===== src/rtl/mem_stage_pkg.sv =====
// Shared definitions for the MEM-stage access unit: RV funct3 access codes,
// FSM state encoding and the access-size decode used by store and load paths.
package mem_stage_pkg;

    localparam logic [2:0] F3_B  = 3'b000;
    localparam logic [2:0] F3_H  = 3'b001;
    localparam logic [2:0] F3_W  = 3'b010;
    localparam logic [2:0] F3_D  = 3'b011;
    localparam logic [2:0] F3_BU = 3'b100;
    localparam logic [2:0] F3_HU = 3'b101;
    localparam logic [2:0] F3_WU = 3'b110;

    typedef enum logic [1:0] {
        IDLE,
        WAIT,
        DONE
    } state_t;

    // log2 of the access size in bytes; doubleword only exists on 64-bit datapaths
    function automatic logic [1:0] access_size(input logic [2:0] f3, input int xlen);
        case (f3)
            F3_B, F3_BU: return 2'd0;
            F3_H, F3_HU: return 2'd1;
            F3_D:        return (xlen == 64) ? 2'd3 : 2'd2;
            default:     return 2'd2;
        endcase
    endfunction

endpackage


===== src/rtl/mem_load_align.sv =====
// Load result formatting: shifts the returned word down by the byte offset of
// the access and sign- or zero-extends according to funct3.
// LWU and LD collapse to a plain word load when XLEN is 32.
module mem_load_align
    import mem_stage_pkg::*;
#(
    parameter int XLEN  = 32,
    parameter int OFF_W = $clog2(XLEN / 8)
) (
    input  logic [XLEN-1:0]  rdata_q,
    input  logic [OFF_W-1:0] offset,
    input  logic [2:0]       funct3,
    output logic [XLEN-1:0]  ReadDataM_Out
);

    logic [XLEN-1:0] shifted;

    assign shifted = rdata_q >> {offset, 3'b000};

    // extend the addressed lanes to a full register value
    always_comb begin
        ReadDataM_Out = shifted;
        case (funct3)
            F3_B:    ReadDataM_Out = XLEN'($signed(shifted[7:0]));
            F3_BU:   ReadDataM_Out = XLEN'(shifted[7:0]);
            F3_H:    ReadDataM_Out = XLEN'($signed(shifted[15:0]));
            F3_HU:   ReadDataM_Out = XLEN'(shifted[15:0]);
            F3_W:    ReadDataM_Out = XLEN'($signed(shifted[31:0]));
            F3_WU:   ReadDataM_Out = XLEN'(shifted[31:0]);
            default: ;
        endcase
    end

endmodule


===== src/rtl/mem_stage_hs.sv =====
// MEM-stage access unit: issues one req/ack data-memory access per load/store,
// stalls the pipeline while it is outstanding and turns a hung access into a
// one-cycle BusErrM pulse after TIMEOUT_CYC WAIT cycles.
// Build option MEM_MISALIGN_TRAP_EN: misaligned accesses are refused and
// reported on MisalignM; without it the low offset bits are cleared instead.
module mem_stage_hs
    import mem_stage_pkg::*;
#(
    parameter int XLEN        = 32,
    parameter int ADDR_W      = 32,
    parameter int TIMEOUT_CYC = 64
) (
    input  logic                clk,
    input  logic                reset,
    input  logic [XLEN-1:0]     ALUResultM,
    input  logic [XLEN-1:0]     WriteDataM,
    input  logic [2:0]          Funct3M,
    input  logic [4:0]          RdM,
    input  logic                MemReadM,
    input  logic                MemWriteM,
    input  logic                MemToRegM,
    input  logic                RegWriteM,
    output logic                mem_req,
    output logic                mem_we,
    output logic [ADDR_W-1:0]   mem_addr,
    output logic [XLEN-1:0]     mem_wdata,
    output logic [XLEN/8-1:0]   mem_wstrb,
    input  logic                mem_ack,
    input  logic [XLEN-1:0]     mem_rdata,
    output logic [XLEN-1:0]     ReadDataM_Out,
    output logic [XLEN-1:0]     ALUResultM_Out,
    output logic [4:0]          RdM_Out,
    output logic                MemToRegM_Out,
    output logic                RegWriteM_Out,
`ifdef MEM_MISALIGN_TRAP_EN
    output logic                MisalignM,
`endif
    output logic                StallM,
    output logic                BusErrM
);

    localparam int STRB_W = XLEN / 8;
    localparam int OFF_W  = $clog2(STRB_W);
    localparam int CNT_W  = $clog2(TIMEOUT_CYC + 1);

    state_t             state, state_n;
    logic [CNT_W-1:0]   wait_cnt;
    logic [XLEN-1:0]    rdata_q;
    logic [OFF_W-1:0]   off_q;
    logic [2:0]         f3_q;
    logic               abort_q;

    logic               op;
    logic [1:0]         size;
    logic [OFF_W-1:0]   off_raw;
    logic [OFF_W-1:0]   low_mask;
    logic [OFF_W-1:0]   off_eff;
    logic [STRB_W-1:0]  strb_c;
    logic [XLEN-1:0]    wdata_c;
    logic [ADDR_W-1:0]  addr_full;
    logic               misalign;
    logic               misalign_pulse;
    logic               issue;
    logic               ack_take;
    logic               timeout_hit;

    assign op        = MemReadM | MemWriteM;
    assign size      = access_size(Funct3M, XLEN);
    assign off_raw   = ALUResultM[OFF_W-1:0];
    assign low_mask  = OFF_W'((32'd1 << size) - 32'd1);
    // offset bits below the access size are dropped: natural alignment
    assign off_eff   = off_raw & ~low_mask;
    assign strb_c    = STRB_W'((32'd1 << (32'd1 << size)) - 32'd1) << off_eff;
    assign addr_full = ADDR_W'(ALUResultM);

`ifdef MEM_MISALIGN_TRAP_EN
    assign misalign  = op & (|(off_raw & low_mask));
    assign MisalignM = misalign_pulse;
`else
    assign misalign  = 1'b0;
`endif

    // replicate store data so every lane the strobe may select carries it
    always_comb begin
        wdata_c = WriteDataM;
        case (size)
            2'd0:    wdata_c = {STRB_W{WriteDataM[7:0]}};
            2'd1:    wdata_c = {(STRB_W / 2){WriteDataM[15:0]}};
            2'd2:    wdata_c = {(STRB_W / 4){WriteDataM[31:0]}};
            default: ;
        endcase
    end

    // state register
    always_ff @(posedge clk or negedge reset) begin
        if (!reset) state <= IDLE;
        else        state <= state_n;
    end

    // next state, stall and access control
    always_comb begin
        state_n        = state;
        issue          = 1'b0;
        ack_take       = 1'b0;
        timeout_hit    = 1'b0;
        misalign_pulse = 1'b0;
        StallM         = 1'b0;
        case (state)
            IDLE: begin
                if (misalign) begin
                    misalign_pulse = 1'b1;
                end else if (op) begin
                    issue   = 1'b1;
                    StallM  = 1'b1;
                    state_n = WAIT;
                end
            end
            WAIT: begin
                StallM = 1'b1;
                if (mem_ack) begin
                    ack_take = 1'b1;
                    state_n  = DONE;
                end else if (wait_cnt == CNT_W'(TIMEOUT_CYC)) begin
                    timeout_hit = 1'b1;
                    state_n     = DONE;
                end
            end
            DONE:    state_n = IDLE;
            default: state_n = IDLE;
        endcase
    end

    // bus registers, WAIT-cycle counter (index of the current WAIT cycle) and load capture
    always_ff @(posedge clk or negedge reset) begin
        if (!reset) begin
            mem_req   <= 1'b0;
            mem_we    <= 1'b0;
            mem_addr  <= '0;
            mem_wdata <= '0;
            mem_wstrb <= '0;
            wait_cnt  <= '0;
            rdata_q   <= '0;
            off_q     <= '0;
            f3_q      <= '0;
            abort_q   <= 1'b0;
        end else if (issue) begin
            mem_req   <= 1'b1;
            mem_we    <= MemWriteM;
            mem_addr  <= {addr_full[ADDR_W-1:OFF_W], OFF_W'(0)};
            mem_wdata <= wdata_c;
            mem_wstrb <= MemWriteM ? strb_c : '0;
            wait_cnt  <= CNT_W'(1);
            off_q     <= off_eff;
            f3_q      <= Funct3M;
            abort_q   <= 1'b0;
        end else if (ack_take || timeout_hit) begin
            mem_req   <= 1'b0;
            mem_we    <= 1'b0;
            mem_wstrb <= '0;
            wait_cnt  <= '0;
            abort_q   <= timeout_hit;
            if (ack_take) rdata_q <= mem_rdata;
        end else if (state == WAIT) begin
            wait_cnt  <= wait_cnt + CNT_W'(1);
        end
    end

    mem_load_align #(
        .XLEN  (XLEN),
        .OFF_W (OFF_W)
    ) u_load_align (
        .rdata_q       (rdata_q),
        .offset        (off_q),
        .funct3        (f3_q),
        .ReadDataM_Out (ReadDataM_Out)
    );

    assign BusErrM        = (state == DONE) & abort_q;
    assign ALUResultM_Out = ALUResultM;
    assign RdM_Out        = RdM;
    assign MemToRegM_Out  = MemToRegM;
    assign RegWriteM_Out  = RegWriteM & ~BusErrM & ~misalign_pulse;

endmodule

===== config.mk =====
export PLATFORM = sky130hd
export DESIGN_NAME = mem_stage_hs
export DESIGN_NICKNAME = d
export VERILOG_FILES = /design/src/rtl/mem_stage_pkg.sv /design/src/rtl/mem_load_align.sv /design/src/rtl/mem_stage_hs.sv
export SDC_FILE = /design/constraint.sdc
export NUM_CORES = 1
export LEC_CHECK = 0
export ABC_AREA = 1
export BUFFER_PORTS_ARGS = -buffer_cell sky130_fd_sc_hd__buf_4
export CAP_MARGIN = 20
export CORE_ASPECT_RATIO = 1.2
export CORE_MARGIN = 2
export CORE_UTILIZATION = 49
export DETAILED_ROUTE_END_ITERATION = 7
export PLACE_DENSITY_LB_ADDON = 0.3
export REMOVE_ABC_BUFFERS = 1
export SETUP_SLACK_MARGIN = 0.1
export SYNTH_ARGS = -nofsm -noshare
export SYNTH_HDL_FRONTEND = slang
export SYNTH_SLANG_ARGS = --single-unit
export TNS_END_PERCENT = 30

===== constraint.sdc =====
create_clock -name clk -period 1.8 [get_ports clk]
set_clock_uncertainty 0.05 [all_clocks]
set_input_delay 0.09 -clock clk [delete_from_list [all_inputs] [get_ports clk]]
set_output_delay 0.09 -clock clk [all_outputs]
set_load 0.05 [all_outputs]

==> results of run 1 <==
==> worst min path at each step <==
| stage | to |
|---|---|
| floorplan | abort_q |
| global placement | rdata_q[25] |
| detailed placement | rdata_q[25] |
| CTS | mem_wstrb[1] |
| global route | mem_wstrb[1] |
| finish | mem_wstrb[2] |
==> through the flow <==
step           cells   util  area (um^2)
6_report        1193  0.815         9870
5_1_grt         1192  0.815         9870
4_1_cts         1192  0.805         9760
3_5_place_dp    1050  0.636         7700
3_3_place_gp    1050  0.636         7700
2_1_floorplan    637      -         5540
==> metal layers <==
layer / up-vias / GRT usage / wire (um)
li1: 2856 / - / -
met1: 3102 / 0.367 / 8240
met2: 471 / 0.584 / 11800
met3: 96 / 0.0968 / 2170
met4: 0 / 0.175 / 1180
met5: - / 0 / 0
==> cells by family after synthesis <==
| kind of cell | synth area share |
|---|---|
| AO/OA/AOI/OAI | 0.126 |
| XOR/XNOR | 0.00144 |
| adder cells (fa/ha/maj) | 0.00412 |
| buffers and inverters | 0.125 |
| flip-flops | 0.473 |
| multiplexers | 0.0420 |
| other | 0.000617 |
| AND/OR/NAND/NOR | 0.228 |
==> worst max-delay path, cell delays in order, from the launching register on <==
cell                      delay (ps)
sky130_fd_sc_hd__dfrtp_2         410
sky130_fd_sc_hd__buf_6           150
sky130_fd_sc_hd__inv_6           100
sky130_fd_sc_hd__nand2_2          80
sky130_fd_sc_hd__a22oi_4         220
sky130_fd_sc_hd__buf_12          190
sky130_fd_sc_hd__nand2_4         120
sky130_fd_sc_hd__nand2_4         120
sky130_fd_sc_hd__buf_8           160
==> Yosys cell counts, types with 2 or more instances <==
master | count | share of area
sky130_fd_sc_hd__buf_6 | 11 | 0.020
sky130_fd_sc_hd__nand2_4 | 3 | 0.0056
sky130_fd_sc_hd__clkinv_1 | 2 | 0.0012
sky130_fd_sc_hd__inv_1 | 49 | 0.030
sky130_fd_sc_hd__o221ai_1 | 7 | 0.010
sky130_fd_sc_hd__o21ai_0 | 44 | 0.036
sky130_fd_sc_hd__nand2_2 | 6 | 0.0062
sky130_fd_sc_hd__mux2_4 | 17 | 0.042
sky130_fd_sc_hd__a21oi_2 | 16 | 0.023
sky130_fd_sc_hd__nor3_1 | 3 | 0.0025
sky130_fd_sc_hd__inv_2 | 4 | 0.0025
sky130_fd_sc_hd__nand3_2 | 12 | 0.020
sky130_fd_sc_hd__nand4_1 | 2 | 0.0021
sky130_fd_sc_hd__nor2_2 | 6 | 0.0062
sky130_fd_sc_hd__nor2_1 | 50 | 0.031
sky130_fd_sc_hd__nor2_4 | 3 | 0.0056
sky130_fd_sc_hd__ha_1 | 2 | 0.0041
sky130_fd_sc_hd__a21oi_1 | 43 | 0.035
sky130_fd_sc_hd__a41oi_1 | 2 | 0.0029
sky130_fd_sc_hd__nand3_1 | 12 | 0.0099
sky130_fd_sc_hd__clkbuf_1 | 5 | 0.0031
sky130_fd_sc_hd__dfrtp_1 | 115 | 0.47
sky130_fd_sc_hd__buf_4 | 43 | 0.053
sky130_fd_sc_hd__a31oi_1 | 3 | 0.0031
sky130_fd_sc_hd__buf_2 | 16 | 0.013
sky130_fd_sc_hd__nand2_1 | 220 | 0.14
sky130_fd_sc_hd__o21ai_1 | 5 | 0.0041
==> final cells by class <==
| type | instances | area [um^2] | area share |
|---|---|---|---|
| Sequential cell | 115 | 2880 | 0.292 |
| Tap cell | 161 | 201 | 0.0204 |
| Antenna cell | 1 | 2.50 | 0.000253 |
| Timing Repair Buffer | 358 | 3260 | 0.330 |
| Multi-Input combinational cell | 470 | 2740 | 0.278 |
| Inverter | 56 | 218 | 0.0221 |
| Clock inverter | 15 | 146 | 0.0148 |
| Clock buffer | 17 | 425 | 0.0431 |
==> state kept, by name, indices dropped and copies added (netlist names), 2 cells and up <==
signal / count
f3_q: 3
mem_wdata: 32
wait_cnt: 7
state: 2
mem_addr: 30
mem_wstrb: 4
off_q: 2
rdata_q: 32
==> repair_timing <==
item,CTS,global route
endpoints found under the hold margin,213,0
pin swaps,19,3
gates cloned,6,0
resized for setup,83,34
endpoints found under the setup margin,32,39
setup buffers,5,0
hold buffers,99,0
==> reports/qor.log, run 1 <==
INFO  outcome        outcome=complete, but fails checks
INFO  outcome        failed_checks=setup timing
INFO  global_routing grt_overflow=0
INFO  clock_network  clock_latency=410ps
INFO  sta            finalSetupViolations=32
INFO  floorplan      core=0.0121mm^2
INFO  critical_path  worst-endpoint-arrival=1940ps
INFO  floorplan      dieHeight=126um
INFO  floorplan      num_io_pins=254
INFO  floorplan      die_area=0.0133mm^2
INFO  drt            detail_route.drc_violations=0
INFO  critical_path  r2r_cells=5
INFO  sta            timing.setup.tns=-7050ps
INFO  critical_path  timing.rr.start=state[0]
INFO  drt            drt.antenna.violating_nets=0
INFO  critical_path  reg2reg_setup_slack=260ps
INFO  global_routing grt_pass1_wl=34800um
INFO  drt            vias=6525
INFO  sta            setup_repair_after_global_routing_missed_its_margin=yes
INFO  floorplan      initial_utilization=0.502
INFO  run            max-cap-violations=0
INFO  sta            fmax=0.480GHz
INFO  drt            avgRoutedWirePerCell=19.6um
INFO  clock_network  numCtsBuffers=17
INFO  placement      gp_routability_congestion=0.822
INFO  cells_and_area final_layout_size_suffix_gt1_frac=0.391
INFO  clock_network  h-tree-depth=4
INFO  yosys          yosys.cell_types.count=37
INFO  cells_and_area final.fill_count=675
INFO  yosys          ys_ff_latch=115
INFO  placement      post-place-ws=113ps
INFO  yosys          syn_area=0.00608mm^2
INFO  global_routing antenna_violations_before_repair=0
INFO  sta            report.final.slew_viol_count=0
INFO  yosys          synth_edf_count=0
INFO  critical_path  cp-endpoint=ReadDataM_Out[15]
INFO  critical_path  worstSetupPathType=reg2out
INFO  critical_path  setup.worst_path.end_class=primary output
INFO  clock_network  clk_root_buffer_cell=sky130_fd_sc_hd__clkbuf_16
INFO  cells_and_area layout_common_cells=223 x sky130_fd_sc_hd__buf_4, 208 x sky130_fd_sc_hd__nand2_1, 113 x sky130_fd_sc_hd__dfrtp_1
INFO  global_routing first_global_vias=6719
INFO  critical_path  cp-startpoint=off_q[0]
INFO  drt            dr.pass1.iters=5
INFO  critical_path  worst-endpoint-required=1660ps
INFO  clock_network  clkSlewWorstSetupHoldPaths=50ps
INFO  cells_and_area area_added_between_synthesis_and_finish=62.4%
INFO  cells_and_area layout_commonest_cell=sky130_fd_sc_hd__buf_4
INFO  floorplan      placementRows=44
INFO  sta            finalWorstPathRequiredPeriod=2080ps
INFO  critical_path  worstSetupStartpointType=register
INFO  sta            report.final.hold_viol_count=0
INFO  global_routing grt_max_degree=58
INFO  hold_path      timing.hold.worst.class=in2reg
INFO  yosys          ys.warnings.count=0
INFO  clock_network  cts-root-to-sink-buffers=2
INFO  hold_path      min_path_cells=4
INFO  yosys          synth_sequential_area_ratio=0.473
INFO  drt            finalWirelength=23400um
INFO  drt            drt-initial-drc-count=522
INFO  clock_network  cts_tree=done
INFO  placement      sum_of_net_half_perimeters_after_detailed_placement=11600um
INFO  critical_path  worstReg2RegEnd=rdata_q[5]
INFO  drt            detail_route.vias_per_cell=5.47
INFO  sta            fin_hold_ws=22.8ps
INFO  clock_network  cts_sinks=115
INFO  critical_path  crit_fanout=9
INFO  yosys          synthFlopType=sky130_fd_sc_hd__dfrtp_1
INFO  sta            final_min_period_over_clock_period=1.16
INFO  cells_and_area final_nets=1131
INFO  placement      port-buffer-count=239
INFO  yosys          post_synthesis_cell_count=711
INFO  global_routing grt_usage=0.334
INFO  sta            fin_ws=-285ps
INFO  yosys          async_reset_ff_frac=1.00
INFO  hold_path      min-delay-start=ALUResultM[1]
INFO  floorplan      die_width=106um
INFO  yosys          postSynthAreaPerCell=8.55um^2
Power of run 1 is left out: the tool's default activity adds up to more than one toggle a clock period on the data nets, which glitch-free logic cannot reach.
==> run 2: changes to the inputs <==
--- a/config.mk
+++ b/config.mk
@@ -14,7 +14,6 @@
 export DETAILED_ROUTE_END_ITERATION = 7
 export PLACE_DENSITY_LB_ADDON = 0.3
 export REMOVE_ABC_BUFFERS = 1
-export SETUP_SLACK_MARGIN = 0.1
 export SYNTH_ARGS = -nofsm -noshare
 export SYNTH_HDL_FRONTEND = slang
 export SYNTH_SLANG_ARGS = --single-unit
==> run 2 against run 1 <==
Net effect: the flow still finishes with violations (setup timing); critical path depth fell by 4; non-clock buffer count stayed put; cell count stayed put; first-iteration DRC count is 15% higher; sequential share of layout area hardly changed; sequential cell count unchanged; register-to-register slack is essentially flat; maximum frequency decreased by 2.9%; core utilization shrank 0.11 points; worst setup slack worse by 61 ps; critical path type unchanged; largest cell class unchanged.
==> reports/qor.log, run 2 (synthesized netlist as in run 1, its figures left out) <==
INFO  global_routing antenna_violations_before_repair=0 [unchanged]
INFO  critical_path  worstSetupPathDepth=4 [was 8]
INFO  clock_network  clock_latency=400ps [was 410 ps]
INFO  floorplan      placementRows=44 [unchanged]
INFO  critical_path  setup.worst_path.end_class=primary output [unchanged]
INFO  placement      gp_routability_congestion=0.822 [unchanged]
INFO  outcome        outcome=complete, but fails checks [unchanged]
INFO  global_routing grt_max_degree=58 [unchanged]
INFO  sta            fmax=0.466GHz [was 0.480 GHz]
INFO  critical_path  slowest_delay=500ps [was 410 ps]
INFO  clock_network  cts_sinks=115 [unchanged]
INFO  hold_path      worstHoldEndpoint=mem_wstrb[0] [was mem_wstrb[2]]
INFO  critical_path  timing.critical_path.buf_inv=1 [was 4]
INFO  critical_path  worstReg2RegEnd=rdata_q[31] [was rdata_q[5]]
INFO  outcome        failed_checks=setup timing [unchanged]
INFO  critical_path  cp_top_family=simple AND/OR/NAND/NOR gates [was buffers and inverters]
INFO  floorplan      die_width=106um [unchanged]
INFO  global_routing first_global_vias=6719 [unchanged]
INFO  sta            report.final.hold_viol_count=0 [unchanged]
INFO  critical_path  critPathSlowestCell=sky130_fd_sc_hd__dfrtp_2 [unchanged]
INFO  global_routing grt_pass1_wl=34800um [unchanged]
INFO  critical_path  worst-endpoint-required=1660ps [about the same]
INFO  floorplan      die_area=0.0133mm^2 [unchanged]
INFO  hold_path      min-delay-start=ALUResultM[1] [unchanged]
INFO  global_routing grt_usage=0.334 [unchanged]
INFO  drt            vias=6590 [was 6525]
INFO  cells_and_area final_layout_size_suffix_gt1_frac=0.389 [was 0.391]
INFO  floorplan      num_io_pins=254 [unchanged]
INFO  clock_network  clk_root_buffer_cell=sky130_fd_sc_hd__clkbuf_16 [unchanged]
INFO  sta            fin_hold_ws=25.1ps [was 22.8 ps]
INFO  run            max-cap-violations=0 [unchanged]
INFO  placement      sum_of_net_half_perimeters_after_detailed_placement=11600um [unchanged]
INFO  global_routing grt_overflow=0 [unchanged]
INFO  hold_path      timing.hold.worst.class=in2reg [unchanged]
INFO  sta            report.final.slew_viol_count=0 [unchanged]
INFO  critical_path  reg2reg_setup_slack=260ps [about the same]
INFO  cells_and_area area_added_between_synthesis_and_finish=62.2% [was 62.4%]
INFO  drt            finalWirelength=23300um [was 23400 um]
INFO  placement      port-buffer-count=239 [unchanged]
INFO  cells_and_area final_nets=1131 [unchanged]
INFO  drt            detail_route.vias_per_cell=5.52 [was 5.47]
INFO  clock_network  h-tree-depth=4 [unchanged]
INFO  sta            finalSetupViolations=32 [unchanged]
INFO  drt            drt.antenna.violating_nets=0 [unchanged]
INFO  clock_network  cts_tree=done [unchanged]
INFO  critical_path  worstSetupStartpointType=register [unchanged]
INFO  clock_network  numCtsBuffers=17 [unchanged]
INFO  cells_and_area layout_common_cells=223 x sky130_fd_sc_hd__buf_4, 209 x sky130_fd_sc_hd__nand2_1, 113 x sky130_fd_sc_hd__dfrtp_1 [was 223 x sky130_fd_sc_hd__buf_4, 208 x sky130_fd_sc_hd__nand2_1, 113 x sky130_fd_sc_hd__dfrtp_1]
INFO  clock_network  clkSlewWorstSetupHoldPaths=60ps [was 50 ps]
INFO  sta            setup_repair_after_global_routing_missed_its_margin=yes [unchanged]
INFO  floorplan      dieHeight=126um [unchanged]
INFO  drt            dr.pass1.iters=6 [was 5]
INFO  critical_path  worstSetupPathType=reg2out [unchanged]
INFO  cells_and_area layout_commonest_cell=sky130_fd_sc_hd__buf_4 [unchanged]
INFO  clock_network  cts-root-to-sink-buffers=2 [unchanged]
INFO  hold_path      min_path_cells=4 [unchanged]
INFO  critical_path  path_cells=nor2_4, nand3_1, nand3_2, buf_8 [was buf_6, inv_6, nand2_2, a22oi_4, buf_12, nand2_4, nand2_4, buf_8]
INFO  critical_path  worst-endpoint-arrival=2010ps [was 1940 ps]
INFO  drt            detail_route.drc_violations=0 [unchanged]
INFO  sta            fin_ws=-346ps [was -285 ps]
INFO  drt            avgRoutedWirePerCell=19.5um [was 19.6 um]
INFO  critical_path  r2r_cells=5 [unchanged]
INFO  critical_path  timing.rr.start=state[0] [unchanged]
INFO  cells_and_area largest_registers_ranked_by_flip_flop_count=mem_wdata x32, rdata_q x32, mem_addr x30 [unchanged]
INFO  drt            drt-initial-drc-count=600 [was 522]
INFO  sta            finalWorstPathRequiredPeriod=2150ps [was 2080 ps]
INFO  critical_path  crit_fanout=16 [was 9]
INFO  floorplan      initial_utilization=0.502 [unchanged]
INFO  floorplan      core=0.0121mm^2 [unchanged]
INFO  sta            final_min_period_over_clock_period=1.19 [was 1.16]
-- run 2: area by class of cell --
cell class | instances | area [um^2]
Clock buffer | 17 | 425
Antenna cell | 1 | 2.50
Timing Repair Buffer | 358 | 3260
Sequential cell | 115 | 2880
Clock inverter | 15 | 146
Inverter | 56 | 218
Fill cell | 681 | 2250
Multi-Input combinational cell | 470 | 2730
Tap cell | 161 | 201
-- run 2: worst max path at each step --
stage,slack [ps],to,startpoint
2_1_floorplan,-680,mem_we,state[0]
3_3_place_gp,180,ReadDataM_Out[20],off_q[0]
3_5_place_dp,110,ReadDataM_Out[23],off_q[0]
4_1_cts,-160,ReadDataM_Out[26],off_q[0]
5_1_grt,-400,ReadDataM_Out[11],off_q[0]
6_report,-350,ReadDataM_Out[31],off_q[1]
-- run 2: layer usage --
metal | wire length [um] | global-route usage | up-vias
met5 | 0 | 0 | -
met4 | 1510 | 0.175 | 0
met3 | 2300 | 0.0968 | 140
met2 | 11500 | 0.584 | 497
met1 | 7930 | 0.367 | 3095
li1 | - | - | 2858
-- run 2: timing repair --
item | CTS | global route
pin swaps | 19 | 3
hold endpoints to repair | 213 | 0
setup endpoints to repair | 31 | 34
hold buffers | 99 | 0
gates resized for setup | 83 | 30
buffers inserted | 5 | 0
gates cloned | 6 | 0
-- run 2: stage by stage --
step	util	setup TNS [ps]	std cells	setup WS (ps)	area, um^2
after floorplan	-	-42740	637	-681	5540
after global placement	0.636	0	1050	183	7700
after detailed placement	0.636	0	1050	113	7700
after CTS	0.805	-3560	1192	-160	9760
after global routing	0.814	-8530	1192	-398	9860
final	0.814	-6840	1193	-346	9860
-- run 2: worst reg2reg max path, stage by stage (launching register included) --
cell	delay (ps)
sky130_fd_sc_hd__dfrtp_1	420
sky130_fd_sc_hd__nand2_4	130
sky130_fd_sc_hd__inv_4	70
sky130_fd_sc_hd__nand2_2	80
sky130_fd_sc_hd__buf_12	290
sky130_fd_sc_hd__mux2_4	390
Power of run 2 is left out for the same reason.
==> run 3: changes to the inputs <==
--- a/config.mk
+++ b/config.mk
@@ -11,6 +11,7 @@
 export CORE_ASPECT_RATIO = 1.2
 export CORE_MARGIN = 2
 export CORE_UTILIZATION = 49
+export CTS_CLUSTER_SIZE = 10
 export DETAILED_ROUTE_END_ITERATION = 7
 export PLACE_DENSITY_LB_ADDON = 0.3
 export REMOVE_ABC_BUFFERS = 1
==> constraint.sdc (replaced) <==
create_clock -name clk -period 2 [get_ports clk]
set_clock_uncertainty 0.05 [all_clocks]
set_input_delay 0.1 -clock clk [delete_from_list [all_inputs] [get_ports clk]]
set_output_delay 0.1 -clock clk [all_outputs]
set_load 0.05 [all_outputs]
==> run 3 against run 2 <==
Net effect: the run now ends clean; core utilization fell by 1.8 points; cell count rose by 0.50%; sequential share of layout area rose by 0.66 points; global-route usage fell by 3.5 points; hold slack improved by 3.5 ps; register-to-register slack got worse by 180 ps.
==> reports/qor.log, run 3 (synthesized netlist as in run 1, its figures left out) <==
INFO  global_routing grt_max_degree=65 [was 58]
INFO  cells_and_area area.sequential=0.00288mm^2 [unchanged]
INFO  hold_path      min-delay-start=ALUResultM[1] [unchanged]
INFO  clock_network  cts_sinks=115 [unchanged]
INFO  clock_network  cts_tree=done [unchanged]
INFO  sta            finalWorstPathRequiredPeriod=1970ps
INFO  critical_path  timing.rr.start=state[0] [unchanged]
INFO  drt            finalWirelength=20200um [was 23300 um]
INFO  critical_path  cp-startpoint=off_q[0] [was off_q[1]]
INFO  cells_and_area area_of_all_placed_cells_without_fillers=0.00964mm^2 [was 0.00986 mm^2]
INFO  clock_network  clkSlewWorstSetupHoldPaths=50ps [was 60 ps]
INFO  placement      gp_routability_congestion=0.861 [was 0.822]
INFO  floorplan      num_io_pins=254 [unchanged]
INFO  power_and_ir_drop power-per-cell-area=2120mW/mm^2
INFO  floorplan      initial_utilization=0.502 [unchanged]
INFO  power_and_ir_drop irDropWorstVdd=0.00161V
INFO  outcome        outcome=finished, final reports clean [was complete, but fails checks]
INFO  sta            report.final.slew_viol_count=0 [unchanged]
INFO  critical_path  worst_path_most_repeated_cell=sky130_fd_sc_hd__buf_6
INFO  global_routing grt_pass1_wl=31400um [was 34800 um]
INFO  placement      placed_cells=1053 [was 1050]
INFO  cells_and_area layout_commonest_cell=sky130_fd_sc_hd__buf_4 [unchanged]
INFO  critical_path  path_cells=o21a_2, a22oi_4, buf_6, nand2_8, nand3_1, buf_6 [was nor2_4, nand3_1, nand3_2, buf_8]
INFO  drt            detail_route.vias_per_cell=5.20 [was 5.52]
INFO  cells_and_area final_nets=1138 [was 1131]
INFO  global_routing first_global_vias=6251 [was 6719]
INFO  sta            fin_ws=31.3ps [was -346 ps]
INFO  cells_and_area multi_input_area=0.00254mm^2 [was 0.00273 mm^2]
INFO  cells_and_area final_layout_size_suffix_gt1_frac=0.359 [was 0.389]
INFO  placement      postPlaceCellArea=0.00772mm^2 [was 0.00770 mm^2]
INFO  floorplan      die_width=106um [unchanged]
INFO  critical_path  critPathSlowestCell=sky130_fd_sc_hd__dfrtp_2 [unchanged]
INFO  cells_and_area num_antenna_cells=0 [was 1]
INFO  cells_and_area finalNonFillerCells=1199 [was 1193]
INFO  sta            finalSetupViolations=0 [was 32]
INFO  drt            detail_route.drc_violations=0 [unchanged]
INFO  run            max-cap-violations=0 [unchanged]
INFO  cells_and_area layout_common_cells=234 x sky130_fd_sc_hd__buf_4, 219 x sky130_fd_sc_hd__nand2_1, 113 x sky130_fd_sc_hd__dfrtp_1 [was 223 x sky130_fd_sc_hd__buf_4, 209 x sky130_fd_sc_hd__nand2_1, 113 x sky130_fd_sc_hd__dfrtp_1]
INFO  critical_path  worst-endpoint-arrival=1820ps [was 2010 ps]
INFO  sta            final_min_period_over_clock_period=0.984
INFO  sta            worst-slew-pin-transition=618ps
INFO  clock_network  cts-root-to-sink-buffers=2 [unchanged]
INFO  cells_and_area largest_registers_ranked_by_flip_flop_count=mem_wdata x32, rdata_q x32, mem_addr x30 [unchanged]
INFO  drt            avgRoutedWirePerCell=16.8um [was 19.5 um]
INFO  cells_and_area final.fill_count=735 [was 681]
INFO  placement      sum_of_net_half_perimeters_after_detailed_placement=11900um [was 11600 um]
INFO  hold_path      timing.hold.worst.class=in2reg [unchanged]
INFO  critical_path  worstSetupPathType=reg2out [unchanged]
INFO  floorplan      placementRows=44 [unchanged]
INFO  floorplan      die_area=0.0133mm^2 [unchanged]
INFO  sta            timing.setup.tns=0ps [was -6840 ps]
INFO  floorplan      dieHeight=126um [unchanged]
INFO  drt            drt.antenna.violating_nets=0 [unchanged]
INFO  power_and_ir_drop power.static_leakage=5.02nW
INFO  drt            dr.pass1.iters=5 [was 6]
INFO  global_routing grt_overflow=0 [unchanged]
INFO  sta            relSlewSlack=0.588
INFO  global_routing grt_usage=0.299 [was 0.334]
INFO  critical_path  reg2reg_setup_slack=80ps [was 260 ps]
INFO  floorplan      core=0.0121mm^2 [unchanged]
INFO  critical_path  worst-endpoint-required=1850ps [was 1660 ps]
INFO  critical_path  setup.worst_path.end_class=primary output [unchanged]
INFO  critical_path  timing.critical_path.buf_inv=2 [was 1]
INFO  global_routing antenna_violations_before_repair=0 [unchanged]
INFO  cells_and_area area_added_between_synthesis_and_finish=58.6% [was 62.2%]
INFO  clock_network  clock_latency=410ps [was 400 ps]
INFO  sta            report.final.hold_viol_count=0 [unchanged]
INFO  critical_path  crit_fanout=12 [was 16]
INFO  clock_network  numCtsBuffers=17 [unchanged]
INFO  placement      port-buffer-count=239 [unchanged]
INFO  clock_network  clk_root_buffer_cell=sky130_fd_sc_hd__clkbuf_16 [unchanged]
INFO  critical_path  worstSetupStartpointType=register [unchanged]
INFO  sta            fmax=0.508GHz
INFO  clock_network  h-tree-depth=4 [unchanged]
INFO  drt            drt-initial-drc-count=437 [was 600]
INFO  critical_path  slowest_delay=450ps [was 500 ps]
INFO  critical_path  cp_top_family=flip-flops [was simple AND/OR/NAND/NOR gates]
INFO  sta            setup_repair_after_global_routing_missed_its_margin=yes [unchanged]
INFO  placement      post-place-ws=313ps [was 113 ps]
INFO  drt            vias=6232 [was 6590]
==> run 3: cell type report <==
cell class / count / area share
repair buffers: 366 / 0.329
flip-flops and latches: 115 / 0.299
multi-input cells: 469 / 0.264
clock buffers: 20 / 0.0463
inverters: 56 / 0.0226
well taps: 161 / 0.0209
clock inverters: 12 / 0.0187
==> run 3: final timing paths <==
kind,endpoint,cells after the start
min in group asynchronous,rdata_q[25],2
setup reg to reg,mem_wdata[18],6
hold / removal,mem_wstrb[3],4
hold reg to reg,mem_addr[9],2
setup / recovery,ReadDataM_Out[21],6
max in group asynchronous,mem_wdata[17],3
==> run 3: report_power, final <==
group          switching [W]  internal [W]
clock network        0.00108       0.00212
logic                0.00886       0.00427
registers           0.000706       0.00342
==> run 3: worst register-to-register path, cell delays in order (launching register included) <==
cell                            delay, ps
sky130_fd_sc_hd__dfrtp_1              410
sky130_fd_sc_hd__nor2_1               200
sky130_fd_sc_hd__nand2_4              100
sky130_fd_sc_hd__buf_12               200
sky130_fd_sc_hd__a21oi_1              210
sky130_fd_sc_hd__a21oi_1               80
sky130_fd_sc_hd__dlygate4sd3_1        560
==> run 3: metal layers <==
metal  global-route usage  up-vias  part of all wire
met2                0.516      349              0.51
met4                0.133        0             0.040
met5                    0        -                 0
met1                0.348     2949              0.37
met3               0.0818       71             0.075
li1                     -     2863                 -
==> run 3: metrics by stage <==
stage / power [W] / hold slack (ps) / util
2_1_floorplan: 0.0121 / -246 / -
3_3_place_gp: 0.0157 / 97.0 / 0.637
3_5_place_dp: 0.0159 / 95.9 / 0.637
4_1_cts: 0.0197 / 11.5 / 0.783
5_1_grt: 0.0214 / 57.3 / 0.796
6_report: 0.0205 / 28.6 / 0.796
==> run 3: timing repair <==
action / in CTS / in global routing
gates resized for setup: 7 / 30
hold endpoints to repair: 139 / 0
setup buffers: 3 / 3
setup endpoints to repair: 28 / 34
gates cloned: 2 / 1
pin swaps: 2 / 1
hold buffers: 105 / 0
Power figures use the tool's default switching activity.
